File: config.mk
export PLATFORM = sky130hd
export DESIGN_NAME = hazard_detection_unit
export DESIGN_NICKNAME = d
export VERILOG_FILES = /design/src/rtl/hazard_detection_unit_pkg.sv /design/src/rtl/hazard_detection_unit_fwd_sel.sv /design/src/rtl/hazard_detection_unit.sv
export SDC_FILE = /design/constraint.sdc
export NUM_CORES = 1
export LEC_CHECK = 0
export ABC_AREA = 1
export CORE_MARGIN = 5
export CORE_UTILIZATION = 50
export CTS_BUF_LIST = sky130_fd_sc_hd__clkbuf_4 sky130_fd_sc_hd__clkbuf_8
export DETAILED_ROUTE_END_ITERATION = 8
export HOLD_SLACK_MARGIN = 0.12
export PLACE_DENSITY = 0.86
export REMOVE_ABC_BUFFERS = 1
export SKIP_LAST_GASP = 1
export SLEW_MARGIN = 20
export SYNTH_ARGS = -nofsm -noshare
export SYNTH_HDL_FRONTEND = slang
export SYNTH_SLANG_ARGS = --single-unit
File: constraint.sdc
create_clock -name clk -period 2.36 [get_ports clk]
set_input_delay 0.354 -clock clk [delete_from_list [all_inputs] [get_ports clk]]
set_output_delay 0.354 -clock clk [all_outputs]
set_load 0.01 [all_outputs]
File: src/rtl/hazard_detection_unit_pkg.sv
// Shared op-type and forward-select codes for the hazard unit.
// Also holds the helper that maps a decoded op onto its shadow type.
package hazard_detection_unit_pkg;

  localparam int ADDR_W = 5;

  typedef enum logic [1:0] {
    OP_NONE  = 2'b00,
    OP_ALU   = 2'b01,
    OP_LOAD  = 2'b10,
    OP_STORE = 2'b11
  } optype_e;

  typedef enum logic [1:0] {
    FWD_RF      = 2'b00,
    FWD_EX_ALU  = 2'b01,
    FWD_MEM_ALU = 2'b10,
    FWD_MEM_LD  = 2'b11
  } fwd_sel_e;

  // A non-writing op only keeps its type if it is a store;
  // anything else is recorded as "none".
  function automatic optype_e shadow_type(
    input logic [1:0] op,
    input logic       reg_write
  );
    optype_e t;
    t = optype_e'(op);
    if (t == OP_STORE)
      return OP_STORE;
    else if (reg_write)
      return t;
    else
      return OP_NONE;
  endfunction

endpackage

File: src/rtl/hazard_detection_unit_fwd_sel.sv
// Per-operand forward selector for the ID-stage operand muxes.
// Ports: use/addr of one source operand, EX/MEM shadow rd+type, sel out.
module hazard_detection_unit_fwd_sel
  import hazard_detection_unit_pkg::*;
#(
  parameter int ADDR_W = 5
) (
  input  logic              src_use,
  input  logic [ADDR_W-1:0] src_addr,
  input  logic [ADDR_W-1:0] rd_ex,
  input  logic [1:0]        type_ex,
  input  logic [ADDR_W-1:0] rd_mem,
  input  logic [1:0]        type_mem,
  output logic [1:0]        fwd_sel
);

  logic nz;
  logic hit_ex;
  logic hit_mem;
  logic sel_ex_alu;
  logic sel_mem_alu;
  logic sel_mem_ld;

  assign nz      = src_use && (src_addr != '0);
  assign hit_ex  = nz && (src_addr == rd_ex);
  assign hit_mem = nz && (src_addr == rd_mem);

  // Youngest producer wins, so the MEM terms are masked by an EX ALU hit.
  assign sel_ex_alu  = hit_ex && (type_ex == OP_ALU);
  assign sel_mem_alu = !sel_ex_alu && hit_mem
                       && (type_mem == OP_ALU);
  assign sel_mem_ld  = !sel_ex_alu && hit_mem
                       && (type_mem == OP_LOAD);

  always_comb begin
    fwd_sel = FWD_RF;
    unique case (1'b1)
      sel_ex_alu:  fwd_sel = FWD_EX_ALU;
      sel_mem_alu: fwd_sel = FWD_MEM_ALU;
      sel_mem_ld:  fwd_sel = FWD_MEM_LD;
      default:     fwd_sel = FWD_RF;
    endcase
  end

endmodule

File: src/rtl/hazard_detection_unit.sv
// Hazard unit beside decode: load-use stall, redirect flush, ID forwarding.
// Ports: ID regs/uses/optype/RegWrite/redirect in; PC/FD/DE controls and fwd out.
module hazard_detection_unit
  import hazard_detection_unit_pkg::*;
#(
  parameter int ADDR_W = 5
) (
  input  logic              clk,
  input  logic              rst_n,
  input  logic [ADDR_W-1:0] rs1_addr_ID,
  input  logic [ADDR_W-1:0] rs2_addr_ID,
  input  logic [ADDR_W-1:0] rd_addr_ID,
  input  logic              rs1use_ID,
  input  logic              rs2use_ID,
  input  logic [1:0]        hazard_optype_ID,
  input  logic              RegWrite_ID,
  input  logic              redirect_ID,
  output logic              PC_EN_IF,
  output logic              reg_FD_EN,
  output logic              reg_FD_flush,
  output logic              reg_DE_flush,
  output logic [1:0]        forward_ctrl_A,
  output logic [1:0]        forward_ctrl_B,
  output logic              forward_ctrl_ls
);

  logic [ADDR_W-1:0] rd_ex;
  logic [ADDR_W-1:0] rd_mem;
  optype_e           type_ex;
  optype_e           type_mem;
  logic              ls_ex;
  logic              ls_mem;

  optype_e           op_id;
  logic              m1_ex;
  logic              m2_ex;
  logic              stall;
  logic              store_ld;
  logic [1:0]        fa;
  logic [1:0]        fb;

  assign op_id = optype_e'(hazard_optype_ID);

  assign m1_ex = rs1use_ID && (rs1_addr_ID != '0)
                 && (rs1_addr_ID == rd_ex);
  assign m2_ex = rs2use_ID && (rs2_addr_ID != '0)
                 && (rs2_addr_ID == rd_ex);

  // A store only needs the loaded value as write data in MEM,
  // which WB can supply, so an rs2-only hit does not stall it.
  assign stall = (type_ex == OP_LOAD)
                 && (m1_ex || (m2_ex && op_id != OP_STORE));

  assign store_ld = (op_id == OP_STORE) && (type_ex == OP_LOAD)
                    && m2_ex && !m1_ex;

  always_ff @(posedge clk) begin
    if (!rst_n) begin
      rd_ex    <= '0;
      type_ex  <= OP_NONE;
      ls_ex    <= 1'b0;
      rd_mem   <= '0;
      type_mem <= OP_NONE;
      ls_mem   <= 1'b0;
    end else begin
      rd_mem   <= rd_ex;
      type_mem <= type_ex;
      ls_mem   <= ls_ex;
      if (stall) begin
        rd_ex   <= '0;
        type_ex <= OP_NONE;
        ls_ex   <= 1'b0;
      end else begin
        rd_ex   <= RegWrite_ID ? rd_addr_ID : '0;
        type_ex <= shadow_type(hazard_optype_ID, RegWrite_ID);
        ls_ex   <= store_ld;
      end
    end
  end

  hazard_detection_unit_fwd_sel #(
    .ADDR_W (ADDR_W)
  ) u_fwd_a (
    .src_use  (rs1use_ID),
    .src_addr (rs1_addr_ID),
    .rd_ex    (rd_ex),
    .type_ex  (type_ex),
    .rd_mem   (rd_mem),
    .type_mem (type_mem),
    .fwd_sel  (fa)
  );

  hazard_detection_unit_fwd_sel #(
    .ADDR_W (ADDR_W)
  ) u_fwd_b (
    .src_use  (rs2use_ID),
    .src_addr (rs2_addr_ID),
    .rd_ex    (rd_ex),
    .type_ex  (type_ex),
    .rd_mem   (rd_mem),
    .type_mem (type_mem),
    .fwd_sel  (fb)
  );

  // Stall beats redirect: the branch is re-resolved next cycle
  // once its operand can be forwarded.
  always_comb begin
    PC_EN_IF        = 1'b1;
    reg_FD_EN       = 1'b1;
    reg_FD_flush    = 1'b0;
    reg_DE_flush    = 1'b0;
    forward_ctrl_A  = FWD_RF;
    forward_ctrl_B  = FWD_RF;
    forward_ctrl_ls = 1'b0;
    if (rst_n) begin
      forward_ctrl_A  = fa;
      forward_ctrl_B  = fb;
      forward_ctrl_ls = ls_mem;
      if (stall) begin
        PC_EN_IF     = 1'b0;
        reg_FD_EN    = 1'b0;
        reg_DE_flush = 1'b1;
      end else begin
        reg_FD_flush = redirect_ID;
      end
    end
  end

endmodule
# Yosys cells after proc, flatten, opt, wreduce, memory -nomap -nowiden
# Index checks and enable logic that the tools add are counted.
[word_totals]
reg_bits = 16
in_bits = 23
out_inout_bits = 9
elab_cells = 58
[classes]
n_eq_ne = 10
n_mux = 13
n_bitwise = 2
n_reduce_logical = 27
[op_table]
columns = ["op", "n"]
rows = [
  ["equality test 5 bit", 4],
  ["logical AND 1 bit", 19],
  ["case mux 2 bit (3 select lines)", 2],
  ["nonzero test 5 bit", 2],
  ["two-way mux 2 bit", 4],
  ["two-way mux 1 bit", 7],
  ["equality test 2 bit (second input constant)", 3],
  ["equality test 2 x 1 -> 1 bit (second input constant)", 2],
  ["zero test 1 bit", 3],
  ["OR reduction 3 bit", 1],
  ["!= test 2 bit (second input constant)", 1],
  ["NOT 1 bit", 2],
  ["OR reduction 2 bit", 1],
  ["logical OR 1 bit", 1],
]

# Logic depth before layout (Yosys ltp)
# Gate-level depths: netlist (run 1).
[logic_depth]
depth_word = 9
mapped_depth = 9
mapped_depth_nobuf = 9

# Cells and area by module
# From an unflattened synthesis (run 1), not the netlist that was laid out.
[unflattened]
hier_cells = 244
hier_area_um2 = 1322.5
[modules_own_cells]
columns = ["mod", "instances", "cells_per_inst", "area_each_um2", "seq_area_each_um2"]
rows = [
  ["hazard_detection_unit", 1, 130, 817.0, 320.3],
  ["hazard_detection_unit_fwd_sel", 2, 57, 252.7, 0.0],
]

# Least setup slack after synthesis (run 1)
# No wires, ideal clock.
[synth_path]
path_type = "input to output"
from = "in rs2_addr_ID[0]"
to = "out reg_FD_EN"
arrival_ns = 1.138
required_time_ns = 2.006
path_slack_ns = 0.868
stages = 7
n_path_buf = 1
cell_sequence = "xnor2_1 -> nand3_2 -> nor2_4 -> nand4_2 -> nand2_2 -> nand2_2 -> buf_4"
[synth_via]
elab_chain_len = 8
word_cells_on_any_way = 9
cone_classes = "eq/ne (1); mux (2); reduce/logical (6)"
[synth_rtl]
columns = ["element", "line_no", "rtl"]
rows = [
  ["from (decl)", "hazard_detection_unit.sv:11", "input logic [ADDR_W-1:0] rs2_addr_ID,"],
  ["nonzero test 5 bit", "hazard_detection_unit.sv:46", "assign m2_ex = rs2use_ID && (rs2_addr_ID != '0)"],
  ["logical AND 1 bit", "hazard_detection_unit.sv:46", ""],
  ["logical AND 1 bit *", "hazard_detection_unit.sv:47", "&& (rs2_addr_ID == rd_ex);"],
  ["logical AND 1 bit *", "hazard_detection_unit.sv:52", "&& (m1_ex || (m2_ex && op_id != OP_STORE));"],
  ["logical OR 1 bit *", "hazard_detection_unit.sv:52", ""],
  ["logical AND 1 bit *", "hazard_detection_unit.sv:52", ""],
  ["two-way mux 1 bit * (2 in series)", "-", ""],
  ["to (decl)", "hazard_detection_unit.sv:19", "output logic reg_FD_EN,"],
]
# Mark *: on every way between the ends. The rest lies on a longest branch, timed or not.

# Worst setup path in the final report (run 1)
[layout_path]
from = "in rs1_addr_ID[1]"
to = "out forward_ctrl_A[0]"
[layout_via]
elab_chain_len = 9
word_cells_on_any_way = 13
cone_classes = "eq/ne (2); mux (2); reduce/logical (9)"
[layout_rtl]
columns = ["element", "line_no", "rtl"]
rows = [
  ["from (decl)", "hazard_detection_unit.sv:10", "input logic [ADDR_W-1:0] rs1_addr_ID,"],
  ["nonzero test 5 bit", "hazard_detection_unit_fwd_sel.sv:24", "assign nz = src_use && (src_addr != '0);"],
  ["logical AND 1 bit", "hazard_detection_unit_fwd_sel.sv:24", ""],
  ["logical AND 1 bit", "hazard_detection_unit_fwd_sel.sv:25", "assign hit_ex = nz && (src_addr == rd_ex);"],
  ["logical AND 1 bit", "hazard_detection_unit_fwd_sel.sv:29", "assign sel_ex_alu = hit_ex && (type_ex == OP_ALU);"],
  ["zero test 1 bit", "hazard_detection_unit_fwd_sel.sv:30, hazard_detection_unit_fwd_sel.sv:32", ""],
  ["logical AND 1 bit", "hazard_detection_unit_fwd_sel.sv:30, hazard_detection_unit_fwd_sel.sv:32", ""],
  ["logical AND 1 bit (on tied branches)", "hazard_detection_unit_fwd_sel.sv:33, hazard_detection_unit_fwd_sel.sv:31", ""],
  ["case mux 2 bit (3 select lines) *", "hazard_detection_unit_fwd_sel.sv:37", "unique case (1'b1)"],
  ["two-way mux 2 bit *", "hazard_detection_unit.sv:115", "if (rst_n) begin"],
  ["to (decl)", "hazard_detection_unit.sv:22", "output logic [1:0] forward_ctrl_A,"],
]
# Marked as above.

==> results of run 1 <==
-- where the power goes --
part	total [mW]	internal [mW]	switching, mW
sequential	0.288	0.279	0.00891
combinational	0.127	0.0655	0.0612
clock	0.178	0.0940	0.0843
total	0.593	0.438	0.154
-- per-layer routing --
layer	up-vias	wire [microns]	track usage [%]
li1	490	-	-
met5	-	0	0
met4	0	87	12.34
met3	10	177	4.155
met1	428	1007	22.86
met2	38	1225	30.85
-- cells in the final DEF (no fill, tap or decap) --
cell type         n
inv_1            27
nand2_1          24
nor2_1           19
clkdlybuf4s50_1  16
dfxtp_1          16
xnor2_1          14
dlygate4sd2_1    14
nand3_1          10
buf_4             9
nor2_2            4
xor2_1            4
nand3_2           4
a21oi_1           3
nand2_2           3
o21ai_0           3
clkbuf_4          3
nor3_2            1
nor2_4            1
nand4_4           1
inv_2             1
clkbuf_8          1
dlymetal6s2s_1    1
-- flip-flops by register name, summed over array words and instances, names as in the netlist --
| name | flops |
|---|---|
| type_mem | 2 |
| rd_mem | 5 |
| type_ex | 2 |
| rd_ex | 5 |
| ls_mem | 1 |
| ls_ex | 1 |
-- cell type report --
type	instances	area, sq um
multi-input cells	91	525.5
fillers	132	401.6
well taps	25	31.28
flip-flops and latches	16	320.3
repair buffers	40	362.8
inverters	28	105.1
clock buffers	4	36.28
-- cells by family (layout without fill, tap and decap cells) --
group	after synthesis	after routing	synth area share, %
DFF	16	16	33.42
and+or+nand+nor	67	67	33.81
xor gates and xnor gates	18	18	16.45
buffers and inverters	30	72	13.19
AOI/OAI and AO/OA	6	6	3.132
-- worst max-delay path: stages --
cell             delay [ps]
clkdlybuf4s50_1         520
xnor2_1                 140
nand3_1                 110
nor2_2                  160
nand3_1                 130
a21oi_1                 140
dlygate4sd2_1           280
-- what timing repair did --
item,4_1_cts,5_1_grt
resized for setup,17,1
endpoints found under the setup margin,8,1
hold buffers,0,0
setup buffers,0,0
-- final timing paths --
path                       startpoint  cells after the start  slack, ps             endpoint
setup reg to reg  rd_ex[2]$_SDFF_PP0_                      7        960  rd_ex[4]$_SDFF_PP0_
hold / removal       ls_ex$_SDFF_PP0_                      2        430    ls_mem$_SDFF_PN0_
setup / recovery       rs1_addr_ID[1]                      7        160    forward_ctrl_A[0]
hold reg to reg      ls_ex$_SDFF_PP0_                      2        430    ls_mem$_SDFF_PN0_
-- per-stage QoR --
stage	cells	util [%]	setup TNS [ps]	area [sq um]	setup WS, ps
CTS	204	77.33	-107.8	1379	-107.8
detailed placement	200	75.51	-934.2	1346	-181.3
global route	204	77.47	0	1381	49.35
finish	204	77.47	0	1381	164.7
global placement	200	75.51	-435.0	1346	-112.2
floorplan	135	-	0	937.1	909.2
==> flow_metrics.tcl, run 1 <==
set metrics [dict create \
    rsz0062_at_grt "false" \
    cap_violations 0 \
    fin_worst_skew_ps 2.024 \
    synth_area_sq_um 958.4 \
    synth_seq_cells 16 \
    max_slew_margin_pct 83.64 \
    grt_max_degree 10 \
    track_usage_pct 19.19 \
    drive_gt1_share_pct 15.64 \
    clk_latency_ps 280 \
    cts.htree.levels 1 \
    fmax_ghz 0.4555 \
    yosysMostFrequentCell "inv_1" \
    synth_top_area_cell "dfxtp_1" \
    yosysSeqAreaShare_pct 33.42 \
    start_util_pct 53.75 \
    fin_crit_sh_pct 93.02 \
    fp.coreArea_sq_um 1783 \
    viasPerCell 4.735 \
    maxSlewViolCount 0 \
    required_ps 2010 \
    worstMarginPinSlew_ps 244.6 \
    antenna_found_initial 0 \
    port_buffers 31 \
    p_per_area_nw_per_um2 429.1 \
    crit_path_end_kind "output port" \
    synth.avg_cell_area_sq_um 6.996 \
    synthTopCellsByCount "inv_1, nand2_1, nor2_1" \
    routedWlPerCell_microns 12.25 \
    ios 32 \
    first_iter_violations 30 \
    row_count 15 \
    path_class "in2out" \
    power_uw 592.7 \
    hold_violations 0 \
    p_leak_nw 0.7161 \
    min_period_ps 2195 \
    synth_area_leaders "dfxtp_1, xnor2_1, inv_1" \
    drc 0 \
    ant_nets 0 \
    critPathMaxFanout 3 \
    cts_made_buffers 3 \
    min_path_type "reg2reg" \
    ir_worst_vdd_v 0.0004800 \
    status "finished clean" \
    cts_root_buf "clkbuf_4" \
    synth_edf_count 0 \
    cts_buffer_depth 2 \
    die_x_microns 53.78 \
    async_flop_share_pct 0 \
    area_growth_pct 44.12 \
    hold_ws_ps 429.0 \
    cts_tree "yes" \
    setup_viol 0 \
    grt_pass1_wl_mm 3.981 \
    vias 966 \
    fp.dieArea_sq_um 2892 \
    ys_types 18 \
    start_kind "primary input" \
    dr.pass1.iters 4 \
    yosys_most_used_dff "dfxtp_1" \
    syn_inst 137 \
    clk_pin_slew_ps 90 \
    final_nets 203 \
    synth_top_area_share_pct 33.42 \
    cts.sinks 16 \
    yosysWarnings 0 \
    crit_arrival_ps 1840 \
    grt_overflow 0 \
    gp_congestion 0.9448 \
    wl_mm 2.498 \
    antennaDiodeCount 0 \
    grt_pass1_vias 935 \
    die_h_microns 53.78 \
    dp_hpwl_mm 1.959 \
]
Note: power is estimated with default switching activity, not from simulation.
==> run 2, diff against run 1 <==
Settings changed: CORE_MARGIN 5 to unset.
==> flow_metrics.tcl, run 2 (synthesized netlist as in run 1, its figures left out) <==
set metrics [dict create \
    first_iter_violations 18 \
    cts_buffer_depth 2 \
    grt_max_degree 10 \
    maxSlewViolCount 0 \
    port_buffers 31 \
    dp_hpwl_mm 1.748 \
    grt.busiest_layer "met2" \
    hold_buffers 0 \
    min_path_type "reg2reg" \
    hold_violations 0 \
    gp_congestion 0.8268 \
    pre_cts_ws_ps -200.8 \
    use_met3_pct 4.762 \
    dp_cells 197 \
    routedWlPerCell_microns 11.74 \
    die_h_microns 45.78 \
    rrSetupSlack_ps 1010 \
    cts_tree "yes" \
    ant_nets 0 \
    drc 0 \
    clk_latency_ps 290 \
    rsz0062_at_grt "false" \
    critPathMaxFanout 3 \
    fin_crit_sh_pct 91.94 \
    path_class "in2out" \
    cts.htree.levels 1 \
    wl_mm 2.359 \
    antennaDiodeCount 0 \
    crit_end "reg_FD_EN" \
    fp.coreArea_sq_um 1764 \
    startpoint "rs2_addr_ID[3]" \
    r2r-start "rd_ex[3]$_SDFF_PP0_" \
    antenna_found_initial 0 \
    track_usage_pct 24.38 \
    cts_made_buffers 3 \
    required_ps 2010 \
    power_uw 594.3 \
    fin_worst_skew_ps 1.327 \
    n_fill_cell 141 \
    final_cells 201 \
    grt_pass1_vias 855 \
    grt_pass1_wl_mm 3.525 \
    post_dp_cell_area_sq_um 1324 \
    cts_root_buf "clkbuf_4" \
    row_count 15 \
    max_slew_margin_pct 79.15 \
    cap_violations 0 \
    most-common-layout-cells "inv_1, nand2_1, nor2_1, xnor2_1, clkdlybuf4s50_1" \
    viasPerCell 4.766 \
    global_route.usage.met2_pct 44.57 \
    utilization_pct 77.87 \
    finalSetupTns_ps 0 \
    cts.sinks 16 \
    start_kind "primary input" \
    grt_use_met1_pct 27.74 \
    status "finished clean" \
    crit_arrival_ps 1820 \
    ir_worst_vdd_v 0.0004887 \
    final_common_cell "inv_1" \
    dr.pass1.iters 4 \
    rr_worst_depth 8 \
    hold_ws_ps 424.3 \
    clk_pin_slew_ps 90 \
    final_nets 200 \
    fin_ws_ps 190.3 \
    fp.dieArea_sq_um 2096 \
    setup_viol 0 \
    grt_overflow 0 \
    worst_r2r_endpoint "rd_ex[1]$_SDFF_PP0_" \
    vias 958 \
    p_leak_nw 0.7405 \
    worstMarginPinSlew_ps 311.7 \
    largest_registers "rd_ex x5, rd_mem x5" \
    final_area_sq_um 1374 \
    min_period_ps 2170 \
    die_x_microns 45.78 \
    p_per_area_nw_per_um2 432.6 \
    ios 32 \
    drive_gt1_share_pct 15.34 \
    start_util_pct 54.33 \
    fmax_ghz 0.4609 \
    area_growth_pct 43.34 \
    crit_path_end_kind "output port" \
]
run 2: worst min-delay path by stage:
stage | from | endpoint | slack (ps) | depth (start not counted)
2_1_floorplan | ls_ex$_SDFF_PP0_ | ls_mem$_SDFF_PN0_ | 390 | 2
3_3_place_gp | ls_ex$_SDFF_PP0_ | ls_mem$_SDFF_PN0_ | 390 | 2
3_5_place_dp | ls_ex$_SDFF_PP0_ | ls_mem$_SDFF_PN0_ | 410 | 2
4_1_cts | ls_ex$_SDFF_PP0_ | ls_mem$_SDFF_PN0_ | 430 | 2
5_1_grt | ls_ex$_SDFF_PP0_ | ls_mem$_SDFF_PN0_ | 450 | 2
6_report | ls_ex$_SDFF_PP0_ | ls_mem$_SDFF_PN0_ | 420 | 2
run 2: critical path, stage by stage:
cell and delay (ps):
clkdlybuf4s50_1 500, nand2_1 70, nand2_1 80, nand3_2 90
nor2_4 160, nand4_4 110, nand2_2 90, nand2_2 60
dlygate4sd2_1 300
run 2: routing by layer:
layer	up-vias	routed length (microns)
met4	0	36
met3	4	80
li1	486	-
met5	-	0
met2	24	1234
met1	444	1008
run 2: power by group:
part           leakage, nW  internal [mW]  switching [mW]
clock               0.0210         0.0940          0.0901
combinational        0.588         0.0621          0.0605
sequential           0.132          0.279         0.00820
run 2: what timing repair did:
item | 4_1_cts | 5_1_grt
setup buffers | 0 | 0
pin swaps | 1 | 1
setup endpoints to repair | 8 | 3
resized for setup | 16 | 7
run 2: area by class of cell:
class,count,area [sq um],area share (%)
Tap cell,25,31.28,2.277
Inverter,28,105.1,7.650
Sequential cell,16,324.1,23.59
Multi-Input combinational cell,91,528.0,38.43
Timing Repair Buffer,37,349.1,25.41
Clock buffer,4,36.28,2.641
==> run 3, diff against run 2 <==
==> constraint.sdc (replaced) <==
create_clock -name clk -period 2.36 [get_ports clk]
set_input_delay 0.472 -clock clk [delete_from_list [all_inputs] [get_ports clk]]
set_output_delay 0.472 -clock clk [all_outputs]
set_load 0.01 [all_outputs]
==> flow_metrics.tcl, run 3 (synthesized netlist as in run 1, its figures left out) <==
set metrics [dict create \
    status "finished clean" \
    cts_buffer_depth 2 \
    hold_ws_ps 424.8 \
    min_period_ps 2272 \
    fmax_ghz 0.4402 \
    cts_root_buf "clkbuf_4" \
    hold_buffers 0 \
    pre_cts_ws_ps -423.1 \
    routedWlPerCell_microns 11.40 \
    rsz0062_at_grt "false" \
    max_slew_margin_pct 84.51 \
    final_nets 206 \
    hold_violations 0 \
    ios 32 \
    drive_gt1_share_pct 17.58 \
    final_cells 207 \
    dr.pass1.iters 4 \
    cp_common_cell "dlygate4sd2_1" \
    port_buffers 31 \
    p_per_area_nw_per_um2 426.2 \
    most-common-layout-cells "inv_1, nand2_1, nor2_1, dfxtp_1" \
    fin_crit_sh_pct 96.25 \
    required_ps 1890 \
    antenna_found_initial 0 \
    start_kind "primary input" \
    gp_congestion 0.8344 \
    fin_worst_skew_ps 7.187 \
    crit_path_end_kind "output port" \
    critPathMaxFanout 3 \
    fp.coreArea_sq_um 1764 \
    crit_arrival_ps 1800 \
    dp_hpwl_mm 1.739 \
    worstMarginPinSlew_ps 230.0 \
    ant_nets 0 \
    crit_family "buffers and inverters" \
    fp.dieArea_sq_um 2096 \
    dp_cells 201 \
    die_h_microns 45.78 \
    path_class "in2out" \
    grt_pass1_vias 855 \
    worstPathBufferInverterCount 3 \
    antennaDiodeCount 0 \
    finalSetupTns_ps 0 \
    n_fill_cell 138 \
    cap_violations 0 \
    critPathMaxStageDelay_ps 280 \
    track_usage_pct 23.73 \
    grt_pass1_wl_mm 3.387 \
    grt_overflow 0 \
    viasPerCell 4.754 \
    final_common_cell "inv_1" \
    die_x_microns 45.78 \
    cts_tree "yes" \
    fin_ws_ps 88.45 \
    min_path_type "reg2reg" \
    slowest_stage "dlygate4sd2_1" \
    maxSlewViolCount 0 \
    area_growth_pct 47.39 \
    cts.sinks 16 \
    utilization_pct 80.07 \
    ir_worst_vdd_v 0.0003953 \
    row_count 15 \
    first_iter_violations 16 \
    clk_pin_slew_ps 100 \
    drc 0 \
    wl_mm 2.359 \
    setup_viol 0 \
    crit_chain "dlygate4sd2_1 -> xnor2_1 -> nand3_1 -> nor2_4 -> buf_6 -> nand3_4 -> nand3_2 -> nor2_1 -> dlygate4sd2_1" \
    cts.htree.levels 1 \
    p_leak_nw 0.7205 \
    vias 984 \
    largest_registers "rd_ex x5, rd_mem x5" \
    grt_max_degree 10 \
    start_util_pct 54.33 \
    cts_made_buffers 3 \
    clk_latency_ps 300 \
]
## run 3: cell types whose count changed in the layout (fill, tap and decap cells not counted), sizes merged
cell           before  now
buf                 6   12
clkdlybuf4s15       0    4
dlymetal6s2s        4    0
clkdlybuf4s50      14   12
clkbuf              4    5
dlygate4sd2        13   14
## run 3: power by group
group	total, mW	leakage (nW)	switching, mW	internal [mW]
registers	0.287	0.131	0.00808	0.279
logic	0.129	0.569	0.0626	0.0667
clock network	0.186	0.0210	0.0917	0.0941
## run 3: path summary, 6_finish.rpt
check | cells past startpoint | slack, ps | end | startpoint
worst max-delay path | 9 | 90 | reg_FD_flush | rs1_addr_ID[0]
worst min-delay path | 2 | 420 | ls_mem$_SDFF_PN0_ | ls_ex$_SDFF_PP0_
worst max register to register | 8 | 890 | rd_ex[1]$_SDFF_PP0_ | rd_ex[1]$_SDFF_PP0_
worst min register to register | 2 | 420 | ls_mem$_SDFF_PN0_ | ls_ex$_SDFF_PP0_
## run 3: area by class of cell
| type | count | area (sq um) | share of cell area (%) |
|---|---|---|---|
| flip-flops and latches | 16 | 320.3 | 22.67 |
| well taps | 25 | 31.28 | 2.214 |
| multi-input cells | 91 | 538.0 | 38.09 |
| repair buffers | 43 | 381.6 | 27.02 |
| inverters | 28 | 105.1 | 7.440 |
| clock buffers | 4 | 36.28 | 2.569 |
## run 3: metal layers
layer	wire (microns)	vias up	track usage, %
met3	92	11	3.571
met4	78	0	14.12
met1	1023	445	28.22
li1	-	499	-
met2	1164	29	40.00
met5	0	-	0
## run 3: worst reg2reg max path: cells and delay by family, from the launching register on
kind	cells	cell delay, ps
xor gates and xnor gates	1	160
buffers and inverters	2	270
DFF	1	410
and+or+nand+nor	5	530
## run 3: what timing repair did
action | 4_1_cts | 5_1_grt
resized for setup | 25 | 6
pin swaps | 6 | 4
setup buffers | 2 | 0
setup endpoints to repair | 9 | 4
## run 3: metrics by stage
stage | power (mW) | cell area [sq um]
floorplan | 0.3478 | 937.1
global placement | 0.4151 | 1354
detailed placement | 0.4194 | 1354
CTS | 0.5995 | 1403
global route | 0.6225 | 1413
finish | 0.6021 | 1413
